==> src/rtl/seq_divider.sv <==
// Iterative restoring divider (signed/unsigned) with valid/ready handshakes and tag pass-through.
// Optional macro SEQ_DIVIDER_FAST_ZERO_EN: skip iteration for b==0, a==0 and signed MIN/-1.
module seq_divider #(
  parameter int DATA_LEN       = 32,
  parameter int BITS_PER_CYCLE = 1,
  parameter int TAG_LEN        = 4
) (
  input  logic                clk,
  input  logic                reset,
  input  logic                in_valid,
  output logic                in_ready,
  input  logic [DATA_LEN-1:0] a,
  input  logic [DATA_LEN-1:0] b,
  input  logic                is_signed,
  input  logic [TAG_LEN-1:0]  in_tag,
  output logic                out_valid,
  input  logic                out_ready,
  output logic [DATA_LEN-1:0] quotient,
  output logic [DATA_LEN-1:0] remainder,
  output logic                div_zero,
  output logic                overflow,
  output logic [TAG_LEN-1:0]  out_tag
);

  localparam int L  = DATA_LEN / BITS_PER_CYCLE;
  localparam int PW = DATA_LEN + BITS_PER_CYCLE;
  localparam int CW = $clog2(L + 1);
  localparam logic [DATA_LEN-1:0] MIN_VAL = {1'b1, {(DATA_LEN-1){1'b0}}};

  typedef enum logic [1:0] {S_IDLE, S_CALC, S_DONE} state_t;

  state_t               r_state;
  logic                 r_in_ready;
  logic                 r_out_valid;
  logic [DATA_LEN-1:0]  r_dvd;
  logic [DATA_LEN-1:0]  r_dvs;
  logic [DATA_LEN-1:0]  r_a;
  logic [PW-1:0]        r_prem;
  logic [CW-1:0]        r_cnt;
  logic                 r_sign_q;
  logic                 r_sign_r;
  logic                 r_zero;
  logic                 r_ovf;
  logic [TAG_LEN-1:0]   r_tag;
  logic [DATA_LEN-1:0]  r_quotient;
  logic [DATA_LEN-1:0]  r_remainder;
  logic                 r_div_zero;
  logic                 r_overflow;
  logic [TAG_LEN-1:0]   r_out_tag;

  logic [DATA_LEN-1:0]  w_abs_a;
  logic [DATA_LEN-1:0]  w_abs_b;
  logic                 w_ovf;
  logic                 w_accept;
  logic [PW-1:0]        w_rem;
  logic [DATA_LEN-1:0]  w_quo;
  logic [DATA_LEN-1:0]  w_mag_r;
  logic [DATA_LEN-1:0]  w_q_fin;
  logic [DATA_LEN-1:0]  w_r_fin;
  logic [CW-1:0]        w_cnt_start;

  assign w_accept = in_valid && r_in_ready;
  // MIN's magnitude 2^(DATA_LEN-1) fits DATA_LEN unsigned bits, so plain negation suffices.
  assign w_abs_a  = (is_signed && a[DATA_LEN-1]) ? -a : a;
  assign w_abs_b  = (is_signed && b[DATA_LEN-1]) ? -b : b;
  assign w_ovf    = is_signed && (a == MIN_VAL) && (b == '1);

`ifdef SEQ_DIVIDER_FAST_ZERO_EN
  logic w_fast;
  assign w_fast      = (b == '0) || (a == '0) || w_ovf;
  assign w_cnt_start = w_fast ? CW'(L) : '0;
`else
  assign w_cnt_start = '0;
`endif

  // Dividend shifts out of r_dvd MSB-first while quotient bits shift in at the LSB.
  always_comb begin
    w_rem = r_prem;
    w_quo = r_dvd;
    for (int i = 0; i < BITS_PER_CYCLE; i++) begin
      w_rem = {w_rem[PW-2:0], w_quo[DATA_LEN-1]};
      w_quo = {w_quo[DATA_LEN-2:0], 1'b0};
      if (w_rem >= {{BITS_PER_CYCLE{1'b0}}, r_dvs}) begin
        w_rem    = w_rem - {{BITS_PER_CYCLE{1'b0}}, r_dvs};
        w_quo[0] = 1'b1;
      end
    end
  end

  assign w_mag_r = r_prem[DATA_LEN-1:0];

  always_comb begin
    w_q_fin = r_sign_q ? -r_dvd : r_dvd;
    w_r_fin = r_sign_r ? -w_mag_r : w_mag_r;
    if (r_zero) begin
      w_q_fin = '1;
      w_r_fin = r_a;
    end else if (r_ovf) begin
      w_q_fin = MIN_VAL;
      w_r_fin = '0;
    end
  end

  always_ff @(posedge clk or negedge reset) begin
    if (!reset) begin
      r_state     <= S_IDLE;
      r_in_ready  <= 1'b0;
      r_out_valid <= 1'b0;
      r_dvd       <= '0;
      r_dvs       <= '0;
      r_a         <= '0;
      r_prem      <= '0;
      r_cnt       <= '0;
      r_sign_q    <= 1'b0;
      r_sign_r    <= 1'b0;
      r_zero      <= 1'b0;
      r_ovf       <= 1'b0;
      r_tag       <= '0;
      r_quotient  <= '0;
      r_remainder <= '0;
      r_div_zero  <= 1'b0;
      r_overflow  <= 1'b0;
      r_out_tag   <= '0;
    end else begin
      case (r_state)
        S_IDLE: begin
          r_in_ready <= 1'b1;
          if (w_accept) begin
            r_in_ready <= 1'b0;
            r_dvd      <= w_abs_a;
            r_dvs      <= w_abs_b;
            r_a        <= a;
            r_prem     <= '0;
            r_cnt      <= w_cnt_start;
            r_sign_q   <= is_signed && (a[DATA_LEN-1] ^ b[DATA_LEN-1]);
            r_sign_r   <= is_signed && a[DATA_LEN-1];
            r_zero     <= (b == '0);
            r_ovf      <= w_ovf;
            r_tag      <= in_tag;
            r_state    <= S_CALC;
          end
        end
        S_CALC: begin
          if (r_cnt != CW'(L)) begin
            r_prem <= w_rem;
            r_dvd  <= w_quo;
            r_cnt  <= r_cnt + CW'(1);
          end else begin
            r_quotient  <= w_q_fin;
            r_remainder <= w_r_fin;
            r_div_zero  <= r_zero;
            r_overflow  <= r_ovf && !r_zero;
            r_out_tag   <= r_tag;
            r_out_valid <= 1'b1;
            r_state     <= S_DONE;
          end
        end
        S_DONE: begin
          if (out_ready) begin
            r_out_valid <= 1'b0;
            r_in_ready  <= 1'b1;
            r_state     <= S_IDLE;
          end
        end
        default: r_state <= S_IDLE;
      endcase
    end
  end

  assign in_ready  = r_in_ready;
  assign out_valid = r_out_valid;
  assign quotient  = r_quotient;
  assign remainder = r_remainder;
  assign div_zero  = r_div_zero;
  assign overflow  = r_overflow;
  assign out_tag   = r_out_tag;

endmodule

==> config.mk <==
export PLATFORM = sky130hd
export DESIGN_NAME = seq_divider
export DESIGN_NICKNAME = d
export VERILOG_FILES = /design/src/rtl/seq_divider.sv
export SDC_FILE = /design/constraint.sdc
export NUM_CORES = 1
export LEC_CHECK = 0
export BUFFER_PORTS_ARGS = -buffer_cell sky130_fd_sc_hd__buf_2
export CAP_MARGIN = 40
export CELL_PAD_IN_SITES_DETAIL_PLACEMENT = 0
export CELL_PAD_IN_SITES_GLOBAL_PLACEMENT = 1
export CORE_ASPECT_RATIO = 0.6
export CORE_MARGIN = 3
export CORE_UTILIZATION = 46
export CTS_BUF_LIST = sky130_fd_sc_hd__clkbuf_8
export CTS_CLUSTER_DIAMETER = 150
export CTS_CLUSTER_SIZE = 40
export DETAILED_ROUTE_END_ITERATION = 10
export MAX_ROUTING_LAYER = met4
export PLACE_DENSITY_LB_ADDON = 0.2
export SYNTH_ARGS = -nofsm -noshare
export SYNTH_HDL_FRONTEND = slang
export SYNTH_SLANG_ARGS = --single-unit
==> constraint.sdc <==
create_clock -name clk -period 3.1 [get_ports clk]
set_input_delay 0.155 -clock clk [delete_from_list [all_inputs] [get_ports clk]]
set_output_delay 0.155 -clock clk [all_outputs]
set_load 0.1 [all_outputs]
==> run summary, run 1 <==
status: complete, no violations
final core utilization: 58.88%
Max Slew Vio Count: 0
Worst VDD drop: 0.001150 V
Root Driver: clkbuf_8
Post-Layout Cell Count: 2224
Reg clk slew, reported paths: 0.27 ns
largest net degree at the start of global routing: 103
Routed Antenna Nets: 0
Pre-antenna DRT Iters: 5
setup TNS: 0 ns
most frequent cells in the layout: nand2_1 (279), dfrtp_1 (215), buf_4 (165), buf_2 (144), nor2_1 (107)
worst path arrival time: 3.55 ns
CP Max Fanout: 3
CP Capture Type: register
crit path from: r_dvd[31]
routability cong.: 0.8964
actual slew at the worst max-slew pin: 0.9487 ns
post-synthesis async set-or-reset flop share: 100.0%
Top FF cell, synth: dfrtp_1
Post-DP HPWL: 31580 um
Register-to-Register Setup Slack: 0.05 ns
commonest non-fill, non-tap cell in the layout: nand2_1
Worst Skew: 0.08054 ns
max_cap viols: 0
Clock Latency Late Sink: 0.57 ns
vias in the first global route: 11580
Iter 0 DRT Violations: 1299
top-area cell type share of the netlist area: 41.14%
Area contributors post-synth: dfrtp_1 (41%), nand2_1 (8.0%), xor2_1 (5.1%)
reg2reg start: r_dvd[31]
fmax: 0.3275 GHz
post-synth top area cell: dfrtp_1
post-DR wirelength/cell: 18.86 um
Netlist cell types: 76
Horiz. Die Dim: 224.2 um
IO Count: 145
GR Overflow Total: 0
mapped cell area: 13140 um^2
H-tree levels: 1
Buffers on Ports: 144
Max Root-Sink Buffers: 3
Post-Syn Nets: 1658
antenna violations before repair: 0
worst setup margin: 0.04630 ns
share of cells above drive strength 1: 20.09%
Final #Nets: 1970
Routed WL: 41930 um
first-pass GRT wire length: 65660 um
clock tree sinks: 216
min cycle time layout: 3.054 ns
Final Hold Viols: 0
Starting Density: 47.24%
critical path endpoint: r_prem[28]
worst r2r dst: r_prem[28]
total power of the final layout: 21.20 mW
Slew HR: 36.76%
area of the die: 30700 um^2
Post-Synthesis Cells: 1545
WHS: 0.02389 ns
WP data required: 3.60 ns
Leak: 7.428 nW
die height: 136.9 um
Worst Hold Class: input pin to register
number of synthesized flops with an enable pin: 0
register bit count reported by yosys: 216
antenna diode count: 0
placed cells: 2143
pre-CTS WS: -0.2261 ns
YS warnings: 0
Rows: 47
Setup CP Type: register to register
startpoint types: register
Reg2Reg Depth: 14
synthesis-to-layout area growth: 24.64%
sequential area share after synthesis: 41.14%
CTS tree: done
DR DRC count: 0
Finished Cell Area: 16380 um^2
CTS Buf Count: 9
Final period util: 98.51%
Core Region: 27820 um^2
power density over the cells: 1295 nW/um^2
Post-Syn Area per Cell: 8.505 um^2
DR vias/cell: 5.721
Total GRT Usage: 27.58%
final setup fails: 0
vias: 12720
Placement Cell Area: 15440 um^2
## kinds of logic after synthesis
| kind of cell | synth area share (%) |
|---|---|
| AO/OA/AOI/OAI | 20.86 |
| flip-flops | 41.13 |
| XOR/XNOR | 9.865 |
| buffers and inverters | 3.866 |
| AND/OR/NAND/NOR | 18.87 |
| multiplexers | 1.533 |
| adder cells (fa/ha/maj) | 3.866 |
## synth_stat cells, drive strengths merged (8+ instances only)
master  number
xor2        76
a32oi        8
mux2i       19
a221oi      12
nor2b       10
nand4       17
buf          8
o31ai       31
o21ai      175
and3         8
inv         51
nor3        23
o21a        11
dfrtp      216
a22oi       27
o22ai       17
nor2       110
nand2      281
nor4        17
a21oi       94
or3         12
nand2b      10
nand3       26
ha          39
or4         12
clkbuf      74
xnor2       72
o41ai       14
## what timing repair did
item,in CTS,in global routing
pin swaps,2,13
setup endpoints to repair,29,27
endpoints found under the hold margin,189,1
cloned,0,0
gates resized for setup,1,19
buffers inserted,1,6
hold buffers,62,1
## where the power goes
part	leakage [nW]	internal [mW]	switching, mW	total, mW
Clock	0.0814	0.289	0.913	1.20
Combinational	4.64	5.74	9.08	14.8
Sequential	2.71	4.13	1.05	5.18
Total	7.43	10.2	11.0	21.2
## layer usage
metal	track usage [%]	share of wire (%)	vias up
met3	3.730	6.9	22
li1	-	-	6076
met1	44.89	52	6225
met4	3.350	1.1	0
met5	-	0	-
met2	36.64	40	401
## area by class of cell
cell class	instances	area (um^2)
Clock inverter	2	33.78
Fill cell	2613	11440
Inverter	52	195.2
Multi-Input combinational cell	1195	7356
Clock buffer	9	123.9
Tap cell	367	459.2
Sequential cell	216	5406
Timing Repair Buffer	383	2804
## critical path, stage by stage (launching register included)
cell and delay (ns):
dfrtp_1 0.48, inv_2 0.10, ha_4 0.14, inv_1 0.05
fa_2 0.43, a211oi_4 0.31, o21ai_2 0.09, a311oi_1 0.24
buf_4 0.20, o31ai_2 0.11, a31oi_1 0.22, buf_4 0.16
nor4b_1 0.05, nor3_1 0.32, o21ai_1 0.10
## worst min-delay path by stage
stage / end / cells past startpoint / slack [ns] / startpoint
after floorplan: div_zero / 0 / -0.14 / reset
after global placement: r_dvs[28] / 1 / 0.27 / reset
after detailed placement: r_dvs[28] / 1 / 0.28 / reset
after CTS: r_dvs[12] / 3 / 0.005 / b[12]
after global routing: r_a[0] / 3 / 0.02 / a[0]
final: r_dvs[12] / 3 / 0.02 / b[12]
## sequential cells by signal (all words and copies together), names as in the netlist, 2 cells and up
register   cells
out_tag        4
quotient      32
remainder     32
r_cnt          6
r_state        2
r_tag          4
r_prem        32
r_dvd         32
r_a           32
r_dvs         32
Note: power is estimated with default switching activity, not from simulation.
==> run 2: changes to the inputs <==
clock period = 3.3 ns   (was 3.1 ns; I/O delays follow)
==> run summary, run 2 (synthesis results as in run 1) <==
setup TNS: 0 ns
WHS: 0.04569 ns
DR vias/cell: 5.788
post-DR wirelength/cell: 19.26 um
Horiz. Die Dim: 224.2 um
power density over the cells: 1183 nW/um^2
largest net degree at the start of global routing: 79
Buffers on Ports: 144
actual slew at the worst max-slew pin: 0.9197 ns
commonest non-fill, non-tap cell in the layout: nand2_1
vias: 12250
min cycle time layout: 3.166 ns
Clock Latency Late Sink: 0.57 ns
Final #Nets: 1862
CTS Buf Count: 9
CP Capture Type: register
Final period util: 95.93%
worst setup margin: 0.1343 ns
antenna violations before repair: 0
slowest stage cell on the critical path: a2111oi_4
synthesis-to-layout area growth: 17.75%
die height: 136.9 um
first-pass GRT wire length: 63910 um
startpoint types: register
Setup CP Type: register to register
Final Hold Viols: 0
Pre-antenna DRT Iters: 5
CP Max Fanout: 27
CP dominant cell by count: buf_12
Reg clk slew, reported paths: 0.25 ns
Rows: 47
vias in the first global route: 11310
Worst VDD drop: 0.0009226 V
area of the die: 30700 um^2
Max Root-Sink Buffers: 3
max_cap viols: 0
Finished Cell Area: 15470 um^2
DR DRC count: 0
WP data required: 3.78 ns
share of cells above drive strength 1: 13.95%
Max Slew Vio Count: 0
worst path arrival time: 3.64 ns
Worst Skew: 0.07179 ns
Placement Cell Area: 14600 um^2
H-tree levels: 1
Core Region: 27820 um^2
Iter 0 DRT Violations: 1052
status: complete, no violations
antenna diode count: 0
pre-CTS WS: 0.1896 ns
Post-DP HPWL: 30500 um
Total GRT Usage: 26.89%
clock tree sinks: 216
Leak: 6.879 nW
RSZ-0062 raised after global routing: no
most frequent cells in the layout: nand2_1 (279), dfrtp_1 (215), buf_2 (144), nor2_1 (108), a21oi_1 (93)
crit path cell chain: inv_1 > ha_1 > a21o_1 > a21oi_1 > o22a_1 > a211o_1 > nand3_1 > a2111oi_4 > buf_12 > buf_12 > mux2i_1 > o21ai_1
Critical Path Max Stage Delay: 0.42 ns
routability cong.: 0.9050
Post-CTS Setup Bufs: 0
# fillers: 2635
Slew HR: 38.69%
final setup fails: 0
GR Overflow Total: 0
Root Driver: clkbuf_8
Routed WL: 40760 um
Worst Hold Class: input pin to register
CTS tree: done
Routed Antenna Nets: 0
Starting Density: 47.24%
Register-to-Register Setup Slack: 0.13 ns
IO Count: 145
fmax: 0.3159 GHz
## run 2: changes by cell type in the layout (fill, tap and decap cells not counted), sizes merged
cell	before	now
buf	320	205
dlygate4sd3	63	70
## run 2: routing by layer
metal  part of all wire, %  routed length, um  global-route usage [%]
met1                    53              21410                   43.35
met2                    40              16340                   36.08
met3                   6.3               2577                   3.901
met4                   1.1                439                   3.209
met5                     0                  0                       -
## run 2: what timing repair did
item | in CTS | in global routing
hold endpoints to repair | 170 | 0
gates resized for setup | 0 | 4
endpoints found under the setup margin | 0 | 14
hold buffers | 70 | 0
## run 2: critical path, delay by kind of cell (launching register included)
family          cells  cell delay (ns)
flops               1             0.40
buf+inv             3             0.46
compound gates      6             1.50
fa+ha+maj           1             0.35
simple gates        1             0.16
mux                 1             0.21
## run 2: worst paths after layout
kind                              end  depth (start not counted)  startpoint
hold / removal               r_dvs[4]                          3        b[4]
hold reg to reg            out_tag[0]                          2    r_tag[0]
max in group asynchronous   r_prem[2]                          3       reset
min in group asynchronous   r_dvs[28]                          2       reset
setup / recovery            r_prem[7]                         12    r_dvs[9]
setup reg to reg            r_prem[7]                         12    r_dvs[9]
## run 2: metrics by stage
stage / utilization (%) / instances / total power, mW
final: 55.63 / 2116 / 18.30
after detailed placement: 52.48 / 2035 / 16.98
after CTS: 55.56 / 2116 / 18.22
after floorplan: - / 1545 / 13.75
after global routing: 55.63 / 2116 / 19.64
after global placement: 52.23 / 2031 / 16.72
## run 2: layout make-up
class                   count  area [um^2]  area share, %
clock inverters             2        33.78         0.2183
well taps                 367        459.2          2.968
multi-input cells        1195         7277          47.03
repair buffers            275         1977          12.78
inverters                  52        195.2          1.262
flip-flops and latches    216         5406          34.94
clock buffers               9        123.9         0.8006
## run 2: where the power goes
part,switching [mW],internal [mW],total (mW)
clock network,0.855,0.272,1.13
registers,1.15,3.88,5.03
logic,7.96,4.19,12.1
total,9.96,8.34,18.3
